$ cat src/rtl/vlb_regs_pkg.sv
// Shared constants and types for the VLB controller and its host bridge.
package vlb_regs_pkg;

    localparam int VLB_DWIDTH = 32;
    localparam int VLB_AWIDTH = 8;

    // Read-sequencing states of the host bridge.
    typedef enum logic [1:0] {
        VLB_BR_IDLE    = 2'd0,
        VLB_BR_ISSUE   = 2'd1,
        VLB_BR_CAPTURE = 2'd2,
        VLB_BR_RESP    = 2'd3
    } vlb_br_state_e;

    // One queued host request at the default controller widths.
    typedef struct packed {
        logic                  wr;
        logic [VLB_AWIDTH-1:0] addr;
        logic [VLB_DWIDTH-1:0] data;
    } vlb_req_t;

endpackage

$ cat src/rtl/vlb_req_fifo.sv
// In-order request FIFO: registered storage, no bypass, extra pointer bit
// to tell full from empty.
module vlb_req_fifo #(
    parameter int WIDTH = 41,
    parameter int DEPTH = 4
) (
    input  logic             clk,
    input  logic             rst_n,
    input  logic             push,
    input  logic [WIDTH-1:0] push_data,
    input  logic             pop,
    output logic             full,
    output logic             empty,
    output logic [WIDTH-1:0] head
);

    localparam int IW = $clog2(DEPTH);
    localparam int PW = IW + 1;

    logic [WIDTH-1:0] mem [DEPTH];
    logic [PW-1:0]    wr_ptr;
    logic [PW-1:0]    rd_ptr;
    logic             do_push;
    logic             do_pop;

    assign do_push = push && !full;
    assign do_pop  = pop && !empty;

    assign empty = (wr_ptr == rd_ptr);
    assign full  = (wr_ptr[PW-1] != rd_ptr[PW-1]) &&
                   (wr_ptr[IW-1:0] == rd_ptr[IW-1:0]);
    assign head  = mem[rd_ptr[IW-1:0]];

    // Pointer update; both wrap naturally through the extra MSB.
    always_ff @(posedge clk) begin
        if (!rst_n) begin
            wr_ptr <= '0;
            rd_ptr <= '0;
        end else begin
            if (do_push) wr_ptr <= wr_ptr + PW'(1);
            if (do_pop)  rd_ptr <= rd_ptr + PW'(1);
        end
    end

    // Entry storage; contents are don't-care until written, so no reset.
    always_ff @(posedge clk) begin
        if (do_push) mem[wr_ptr[IW-1:0]] <= push_data;
    end

endmodule

$ cat src/rtl/vlb_host_bridge.sv
// Host-side front end for the VLB memory controller: queues valid/ready
// requests, issues single-cycle controller strobes in order, sequences
// reads through a small FSM and keeps saturating access counters.
//
// state   | meaning
// IDLE    | no read in flight; head read may pop
// ISSUE   | read strobe on the controller pins
// CAPTURE | controller data_out valid; sampled at end of cycle
// RESP    | rsp_valid high, waiting for rsp_ready
module vlb_host_bridge
    import vlb_regs_pkg::*;
#(
    parameter int DWIDTH     = VLB_DWIDTH,
    parameter int AWIDTH     = VLB_AWIDTH,
    parameter int FIFO_DEPTH = 4,
    parameter int CNT_WIDTH  = 16
) (
    input  logic                 clk,
    input  logic                 rst_n,
    input  logic                 req_valid,
    output logic                 req_ready,
    input  logic                 req_wr,
    input  logic [AWIDTH-1:0]    req_addr,
    input  logic [DWIDTH-1:0]    req_data,
    output logic                 rsp_valid,
    input  logic                 rsp_ready,
    output logic [AWIDTH-1:0]    rsp_addr,
    output logic [DWIDTH-1:0]    rsp_data,
    output logic                 wr_rd_valid,
    output logic                 wr_rd,
    output logic [AWIDTH-1:0]    addr,
    output logic [DWIDTH-1:0]    data_in,
    input  logic [DWIDTH-1:0]    data_out,
    output logic [CNT_WIDTH-1:0] wr_cnt,
    output logic [CNT_WIDTH-1:0] rd_cnt
);

    localparam int REQ_W = 1 + AWIDTH + DWIDTH;

    vlb_br_state_e     state;
    vlb_br_state_e     state_next;

    logic              fifo_full;
    logic              fifo_empty;
    logic              push;
    logic              pop;
    logic              read_pop;
    logic              write_pop;
    logic              rsp_hs;
    logic [REQ_W-1:0]  push_data;
    logic [REQ_W-1:0]  head;
    logic              head_wr;
    logic [AWIDTH-1:0] head_addr;
    logic [DWIDTH-1:0] head_data;

    assign push_data = {req_wr, req_addr, req_data};
    assign head_wr   = head[REQ_W-1];
    assign head_addr = head[REQ_W-2 -: AWIDTH];
    assign head_data = head[DWIDTH-1:0];

    // Gated by rst_n so nothing is accepted during the reset cycle itself.
    assign req_ready = rst_n && !fifo_full;
    assign push      = req_valid && req_ready;
    assign rsp_hs    = rsp_valid && rsp_ready;

    vlb_req_fifo #(
        .WIDTH (REQ_W),
        .DEPTH (FIFO_DEPTH)
    ) u_req_fifo (
        .clk       (clk),
        .rst_n     (rst_n),
        .push      (push),
        .push_data (push_data),
        .pop       (pop),
        .full      (fifo_full),
        .empty     (fifo_empty),
        .head      (head)
    );

    // Read FSM state register.
    always_ff @(posedge clk) begin
        if (!rst_n) state <= VLB_BR_IDLE;
        else        state <= state_next;
    end

    // Pop decision and next state. A head read waits for IDLE, which keeps
    // every later request (writes included) behind it.
    always_comb begin
        state_next = state;
        pop        = 1'b0;
        read_pop   = 1'b0;
        write_pop  = 1'b0;

        if (!fifo_empty) begin
            if (head_wr) begin
                pop       = 1'b1;
                write_pop = 1'b1;
            end else if (state == VLB_BR_IDLE) begin
                pop      = 1'b1;
                read_pop = 1'b1;
            end
        end

        case (state)
            VLB_BR_IDLE:    if (read_pop) state_next = VLB_BR_ISSUE;
            VLB_BR_ISSUE:   state_next = VLB_BR_CAPTURE;
            VLB_BR_CAPTURE: state_next = VLB_BR_RESP;
            VLB_BR_RESP:    if (rsp_ready) state_next = VLB_BR_IDLE;
            default:        state_next = VLB_BR_IDLE;
        endcase
    end

    // Controller strobe: one cycle after each pop; address/data/direction
    // hold their last values between strobes.
    always_ff @(posedge clk) begin
        if (!rst_n) begin
            wr_rd_valid <= 1'b0;
            wr_rd       <= 1'b0;
            addr        <= '0;
            data_in     <= '0;
        end else begin
            wr_rd_valid <= pop;
            if (pop) begin
                wr_rd   <= head_wr;
                addr    <= head_addr;
                data_in <= head_data;
            end
        end
    end

    // Response channel: address latched at pop, data sampled in CAPTURE,
    // valid registered straight from the next state.
    always_ff @(posedge clk) begin
        if (!rst_n) begin
            rsp_valid <= 1'b0;
            rsp_addr  <= '0;
            rsp_data  <= '0;
        end else begin
            rsp_valid <= (state_next == VLB_BR_RESP);
            if (read_pop)                  rsp_addr <= head_addr;
            if (state == VLB_BR_CAPTURE)   rsp_data <= data_out;
        end
    end

    // Saturating access counters.
    always_ff @(posedge clk) begin
        if (!rst_n) begin
            wr_cnt <= '0;
            rd_cnt <= '0;
        end else begin
            if (write_pop && (wr_cnt != '1)) wr_cnt <= wr_cnt + CNT_WIDTH'(1);
            if (rsp_hs && (rd_cnt != '1))    rd_cnt <= rd_cnt + CNT_WIDTH'(1);
        end
    end

endmodule

$ cat config.mk
export PLATFORM = sky130hd
export DESIGN_NAME = vlb_host_bridge
export DESIGN_NICKNAME = d
export VERILOG_FILES = /design/src/rtl/vlb_regs_pkg.sv /design/src/rtl/vlb_req_fifo.sv /design/src/rtl/vlb_host_bridge.sv
export SDC_FILE = /design/constraint.sdc
export NUM_CORES = 1
export LEC_CHECK = 0
export ABC_AREA = 1
export BUFFER_PORTS_ARGS = -buffer_cell sky130_fd_sc_hd__buf_2
export CAP_MARGIN = 15
export CORE_UTILIZATION = 25
export DETAILED_ROUTE_END_ITERATION = 10
export HOLD_SLACK_MARGIN = 0.05
export PLACE_DENSITY = 0.42
export SLEW_MARGIN = 0
export SYNTH_ARGS = -nofsm -noshare
export SYNTH_HDL_FRONTEND = slang
export SYNTH_SLANG_ARGS = --single-unit
$ cat constraint.sdc
create_clock -name clk -period 4.3 [get_ports clk]
set_clock_uncertainty 0.2 [all_clocks]
set_input_delay 0.86 -clock clk [delete_from_list [all_inputs] [get_ports clk]]
set_output_delay 0.86 -clock clk [all_outputs]
set_load 0.005 [all_outputs]
==> impl_metrics.env, run 1 <==
export IMPL_hold_path_cell_count=2
export IMPL_grt_pass1_vias=8315
export IMPL_nets=1423
export IMPL_clock_latency_ps=530
export IMPL_final_area_sq_um=14000
export IMPL_multi_input_area_sq_um=3470
export IMPL_syn_to_final_growth_pct=24.3
export IMPL_ys_seq_area_share_pct=65.8
export IMPL_coreArea_sq_um=44400
export IMPL_worstPathCellList="buf_2, buf_4, nand2_1, inv_1, buf_2"
export IMPL_die_width_um=214
export IMPL_hold_viol=0
export IMPL_synth_top_cell_by_area="edfxtp_1"
export IMPL_maxCapViolations=0
export IMPL_critical_path_slowest_cell="buf_4"
export IMPL_gp_congestion=0.761
export IMPL_finalSetupViolations=0
export IMPL_synth_edf_count=164
export IMPL_reg2reg_slack_ps=1330
export IMPL_startpoint_type="input port"
export IMPL_synthFlopType="edfxtp_1"
export IMPL_worstReg2RegEnd="u_req_fifo.mem[1][7]"
export IMPL_rows=77
export IMPL_synth_distinct_cells=25
export IMPL_status="finished, final reports clean"
export IMPL_pre_cts_slack_ps=1220
export IMPL_fin_tns_setup_ps=0
export IMPL_clk_pin_slew_ps=50
export IMPL_p_sw_share_pct=34.1
export IMPL_synth_fp_nets=1236
export IMPL_timing_final_crit_share_pct=70.2
export IMPL_slowest_delay_ps=660
export IMPL_worst_path_max_fanout=84
export IMPL_hold_path_end="addr[0]"
export IMPL_r2r_start="u_req_fifo.wr_ptr[1]"
export IMPL_first_pass_iters=4
export IMPL_cts_tree="done"
export IMPL_p_per_area_nw_per_um2=627
export IMPL_n_fill_cell=4673
export IMPL_fmaxAchievable_mhz=331
export IMPL_fin_hold_ws_ps=261
export IMPL_ctsResizeCount=0
export IMPL_worstSetupPathType="in2out"
export IMPL_cts_root_buffer="clkbuf_16"
export IMPL_synth_most_common_cell="nor2_1"
export IMPL_grt_pass1_wl_mm=48.2
export IMPL_power_switching_w=0.00300
export IMPL_hp_class="reg2reg"
export IMPL_grt_max_degree=85
export IMPL_detail_route_wl_per_cell_um=15.8
export IMPL_pwr_share_clk_pct=32.6
export IMPL_grt_overflow=0
export IMPL_postRouteAntennaNets=0
export IMPL_routed_via_density=4.36
export IMPL_grt_usage_pct=13.4
export IMPL_design_die_area_sq_um=46000
export IMPL_antenna_found_initial=5
export IMPL_cts_setup_buffers=0
export IMPL_clock_sinks=289
export IMPL_internal_power_w=0.00580
export IMPL_hold_buffers=0
export IMPL_min_from="addr[0]"
export IMPL_ys_ff_latch=289
export IMPL_dieHeight_um=214
export IMPL_drt_total_wl_mm=30.9
export IMPL_synthCells=1152
export IMPL_synth_area_top_cells="edfxtp_1 (44%), dfxtp_1 (22%), nor2_1 (9.4%), o21ai_0 (6.4%), nand2_1 (5.7%)"
export IMPL_start_util_pct=25.4
export IMPL_arrival_ps=1960
export IMPL_seq_power_share_pct=40.1
export IMPL_clk_path_buf_depth=3
export IMPL_path_common_cell="buf_2"
export IMPL_cts_htree_levels=2
export IMPL_leakagePower_nw=5.52
export IMPL_max_slew_margin_rel_pct=30.0
export IMPL_yosys_warnings=0
export IMPL_async_reset_ff_share_pct=0
export IMPL_drive_gt1_share_pct=20.2
export IMPL_cp_required_ps=3240
export IMPL_drc=0
export IMPL_first_iter_violations=454
export IMPL_period_minus_slack_ps=3020
export IMPL_power_frac_comb_pct=27.3
export IMPL_dr_total_vias=8541
export IMPL_ioPinCount=193
export IMPL_reg2reg_depth=7
export IMPL_postPlaceCellArea_sq_um=12900
export IMPL_port_buffers=192
export IMPL_tightest_slew_ps=1050
export IMPL_layout_area_seq_sq_um=7430
export IMPL_finalMaxSlewViolations=0
export IMPL_netlist_top_cells_count="nor2_1 (283), nand2_1 (172), edfxtp_1 (164)"
export IMPL_rsz0062_at_grt="no"
export IMPL_dp_hpwl_mm=19.1
export IMPL_ir_drop_uv=360
export IMPL_setup_ws_ps=1280
export IMPL_syn_area_sq_um=11300
export IMPL_synth_top_area_share_pct=43.6
export IMPL_end_kind="output port"
export IMPL_syn_avg_cell_area_sq_um=9.79
export IMPL_cts_made_buffers=35
## through the flow
step | utilization, % | total power [W] | std cells
2_1_floorplan | - | 0.00507 | 1152
3_3_place_gp | 29.1 | 0.00606 | 1894
3_5_place_dp | 29.1 | 0.00606 | 1894
4_1_cts | 31.6 | 0.00899 | 1956
5_1_grt | 31.6 | 0.00943 | 1956
6_report | 31.6 | 0.00880 | 1958
## flip-flops by register name (all words and copies together), names as in the netlist, 2 cells and up, named ones only
register           flops
rd_cnt                16
rsp_data              32
rsp_addr               8
addr                   8
state                  2
u_req_fifo.rd_ptr      3
u_req_fifo.mem       164
wr_cnt                16
data_in               32
u_req_fifo.wr_ptr      3
## critical path: cells and delay by family
family,cells,cell delay (ps)
AND/OR/NAND/NOR,1,110
buffers and inverters,4,980
## layer usage
metal	global-route usage (%)	up-vias	share of wire, %
met5	0	-	0.15
met4	3.88	8	2.1
met3	3.77	56	5.5
met2	21.0	159	45
met1	18.1	4034	47
li1	-	4284	-
## worst max path at each step
stage                         start               endpoint  slack [ps]  depth (start not counted)
2_1_floorplan             req_valid   u_req_fifo.mem[0][0]         860                          2
3_3_place_gp              req_valid  u_req_fifo.mem[1][15]        1240                          4
3_5_place_dp              req_valid  u_req_fifo.mem[1][15]        1220                          4
4_1_cts        u_req_fifo.wr_ptr[1]   u_req_fifo.mem[1][3]        1250                          7
5_1_grt                       rst_n              req_ready        1130                          5
6_report                      rst_n              req_ready        1280                          5
## power by group through the flow
stage | registers [W] | logic, W | clock network (W)
finish | 0.00352 | 0.00240 | 0.00287
global route | 0.00358 | 0.00277 | 0.00309
CTS | 0.00353 | 0.00249 | 0.00297
detailed placement | 0.00358 | 0.00248 | 0
global placement | 0.00358 | 0.00248 | 0
floorplan | 0.00359 | 0.00148 | 0
## area by class of cell
cell class | count | area share, %
Antenna cell | 2 | 0.0357
Timing Repair Buffer | 206 | 7.78
Inverter | 47 | 1.26
Clock buffer | 51 | 7.27
Sequential cell | 289 | 53.0
Clock inverter | 11 | 0.705
Tap cell | 592 | 5.28
Multi-Input combinational cell | 760 | 24.7
## layout by cell type, fill, tap and decap left out, types with 5 or more instances in the layout
master / Yosys / routed
ha_1: 7 / 7
a21oi_1: 39 / 39
clkbuf_1: 43 / 7
o21ai_0: 145 / 145
dfxtp_1: 125 / 124
buf_2: 7 / 192
buf_4: 6 / 12
o21ai_1: 10 / 10
clkinv_2: 0 / 5
nand2_1: 172 / 172
clkbuf_16: 0 / 35
edfxtp_1: 164 / 164
o22ai_1: 39 / 39
xor2_1: 8 / 8
inv_1: 43 / 43
nand4_1: 13 / 13
nor2_1: 283 / 279
clkbuf_8: 0 / 8
nand3_1: 28 / 28
## cells by family (layout without fill, tap and decap cells)
logic type,count (synthesis),in the layout,share of synthesized area (%)
compound gates,233,233,10.8
flops,289,289,65.8
simple gates,508,508,18.0
other cells,0,2,0
xor+xnor,12,12,0.931
buf+inv,103,315,3.70
fa+ha+maj,7,7,0.776
No activity file was read; power rests on OpenSTA's default activity.
==> run 2, diff against run 1 <==
--- a/config.mk
+++ b/config.mk
@@ -11,7 +11,7 @@
 export CORE_UTILIZATION = 25
 export DETAILED_ROUTE_END_ITERATION = 10
 export HOLD_SLACK_MARGIN = 0.05
-export PLACE_DENSITY = 0.42
+export PLACE_DENSITY = 0.43
 export SLEW_MARGIN = 0
 export SYNTH_ARGS = -nofsm -noshare
 export SYNTH_HDL_FRONTEND = slang
==> constraint.sdc (replaced) <==
create_clock -name clk -period 2.65 [get_ports clk]
set_clock_uncertainty 0.2 [all_clocks]
set_input_delay 0.53 -clock clk [delete_from_list [all_inputs] [get_ports clk]]
set_output_delay 0.53 -clock clk [all_outputs]
set_load 0.005 [all_outputs]
==> run 2 against run 1 <==
Utilization rose by 2.1 points. Global-route usage rose by 0.21 points. Flip-flop and latch count did not move. Clock-buffer cell count rose by 2. Routed wire length rose by 0.89%. Non-clock buffer count rose by 79. Sequential power rose by 63%. Critical endpoint unchanged. Total power rose by 68%. Cell area rose by 6.5%.
==> impl_metrics.env, run 2 (same netlist as run 1, synthesis figures left out) <==
export IMPL_fmaxAchievable_mhz=431
export IMPL_gp_congestion=0.785
export IMPL_detail_route_wl_per_cell_um=15.3
export IMPL_period_minus_slack_ps=2320
export IMPL_clock_latency_ps=520
export IMPL_die_width_um=214
export IMPL_dr_total_vias=8804
export IMPL_hp_class="in2reg"
export IMPL_postRouteAntennaNets=0
export IMPL_drc=0
export IMPL_maxCapViolations=0
export IMPL_ctsResizeCount=0
export IMPL_rsz0062_at_grt="no"
export IMPL_cp_num_buf_inv=3
export IMPL_antenna_found_initial=2
export IMPL_crit_cells=7
export IMPL_p_per_area_nw_per_um2=987
export IMPL_path_common_cell="nand2_1"
export IMPL_worstPathCellList="inv_1, nand2_1, nand2_1, nand3_1, nand2_1, inv_1, buf_2"
export IMPL_reg2reg_depth=8
export IMPL_cts_htree_levels=2
export IMPL_coreArea_sq_um=44400
export IMPL_status="finished, final reports clean"
export IMPL_timing_final_crit_share_pct=87.6
export IMPL_drive_gt1_share_pct=19.5
export IMPL_cts_tree="done"
export IMPL_ioPinCount=193
export IMPL_startpoint_type="register"
export IMPL_arrival_ps=1590
export IMPL_max_slew_margin_rel_pct=63.1
export IMPL_start_util_pct=25.4
export IMPL_cts_setup_buffers=0
export IMPL_design_die_area_sq_um=46000
export IMPL_cts_root_buffer="clkbuf_16"
export IMPL_tightest_slew_ps=554
export IMPL_grt_max_degree=85
export IMPL_finalSetupViolations=0
export IMPL_routed_via_density=4.32
export IMPL_grt_pass1_vias=8526
export IMPL_grt_usage_pct=13.6
export IMPL_first_pass_iters=6
export IMPL_worstSetupPathType="reg2out"
export IMPL_clk_path_buf_depth=3
export IMPL_layout_commonest_cell="nor2_1"
export IMPL_hold_viol=0
export IMPL_syn_to_final_growth_pct=32.5
export IMPL_finalMaxSlewViolations=0
export IMPL_dp_hpwl_mm=18.5
export IMPL_drt_total_wl_mm=31.2
export IMPL_cp_required_ps=1920
export IMPL_total_power_w=0.0147
export IMPL_slowest_delay_ps=390
export IMPL_grt_pass1_wl_mm=49.2
export IMPL_rows=77
export IMPL_pre_cts_slack_ps=599
export IMPL_nets=1503
export IMPL_worst_path_max_fanout=5
export IMPL_hold_path_cell_count=3
export IMPL_critical_path_slowest_cell="dfxtp_1"
export IMPL_clk_pin_slew_ps=50
export IMPL_dieHeight_um=214
export IMPL_crit_family="flip-flops"
export IMPL_grt_overflow=0
export IMPL_first_iter_violations=520
export IMPL_ir_drop_uv=543
export IMPL_port_buffers=192
export IMPL_largest_register_ff_count=164
export IMPL_clock_sinks=289
export IMPL_cts_made_buffers=36
export IMPL_leakagePower_nw=5.90
export IMPL_final_cell_mix="nor2_1 (279), buf_2 (192), nand2_1 (172)"
export IMPL_end_kind="output port"
export IMPL_setup_ws_ps=329
==> run 2: what timing repair did <==
item,CTS,global route
endpoints found under the hold margin,196,0
setup endpoints to repair,0,0
hold buffers,73,0
==> run 2: stage by stage <==
step | util [%] | std cells | TNS, ps | hold WS [ps] | cell area, sq um
final | 33.7 | 2040 | 0 | 105 | 14900
after global routing | 33.6 | 2039 | 0 | 93.0 | 14900
after CTS | 33.6 | 2038 | 0 | 67.4 | 14900
after detailed placement | 29.3 | 1900 | 0 | 254 | 13000
after global placement | 29.3 | 1900 | 0 | 247 | 13000
after floorplan | - | 1152 | -105530 | 256 | 11300
==> run 2: path summary, 6_finish.rpt <==
check / startpoint / end / slack, ps
max: u_req_fifo.wr_ptr[1] / req_ready / 330
min reg2reg: addr[0] / addr[0] / 260
min: req_valid / u_req_fifo.wr_ptr[1] / 100
max reg2reg: wr_cnt[0] / wr_cnt[6] / 620
==> run 2: area by class of cell <==
| cell class | instances | area [sq um] |
|---|---|---|
| Tap cell | 592 | 741 |
| Antenna cell | 2 | 5.00 |
| Clock buffer | 53 | 1030 |
| Multi-Input combinational cell | 760 | 3470 |
| Sequential cell | 289 | 7430 |
| Fill cell | 4602 | 29500 |
| Clock inverter | 12 | 150 |
| Timing Repair Buffer | 285 | 1940 |
| Inverter | 47 | 176 |
==> run 2: routing by layer <==
| metal | global-route usage [%] | part of all wire (%) |
|---|---|---|
| met3 | 3.22 | 4.8 |
| met2 | 22.1 | 46 |
| met5 | 0 | 0.038 |
| met1 | 18.1 | 47 |
| met4 | 3.88 | 1.8 |
==> run 2: power breakdown <==
group	total, W	internal [W]	switching [W]	leakage [nW]
Clock	0.00488	0.00300	0.00188	0.579
Combinational	0.00412	0.00143	0.00269	2.81
Sequential	0.00575	0.00540	0.000349	2.51
==> run 2: worst register-to-register path: cells and delay by family (launching register included) <==
family / cells / cell delay [ps]
buffers and inverters: 1 / 70
and+or+nand+nor: 5 / 890
AOI/OAI and AO/OA: 1 / 150
DFF: 1 / 380
adders and majority gates: 1 / 280
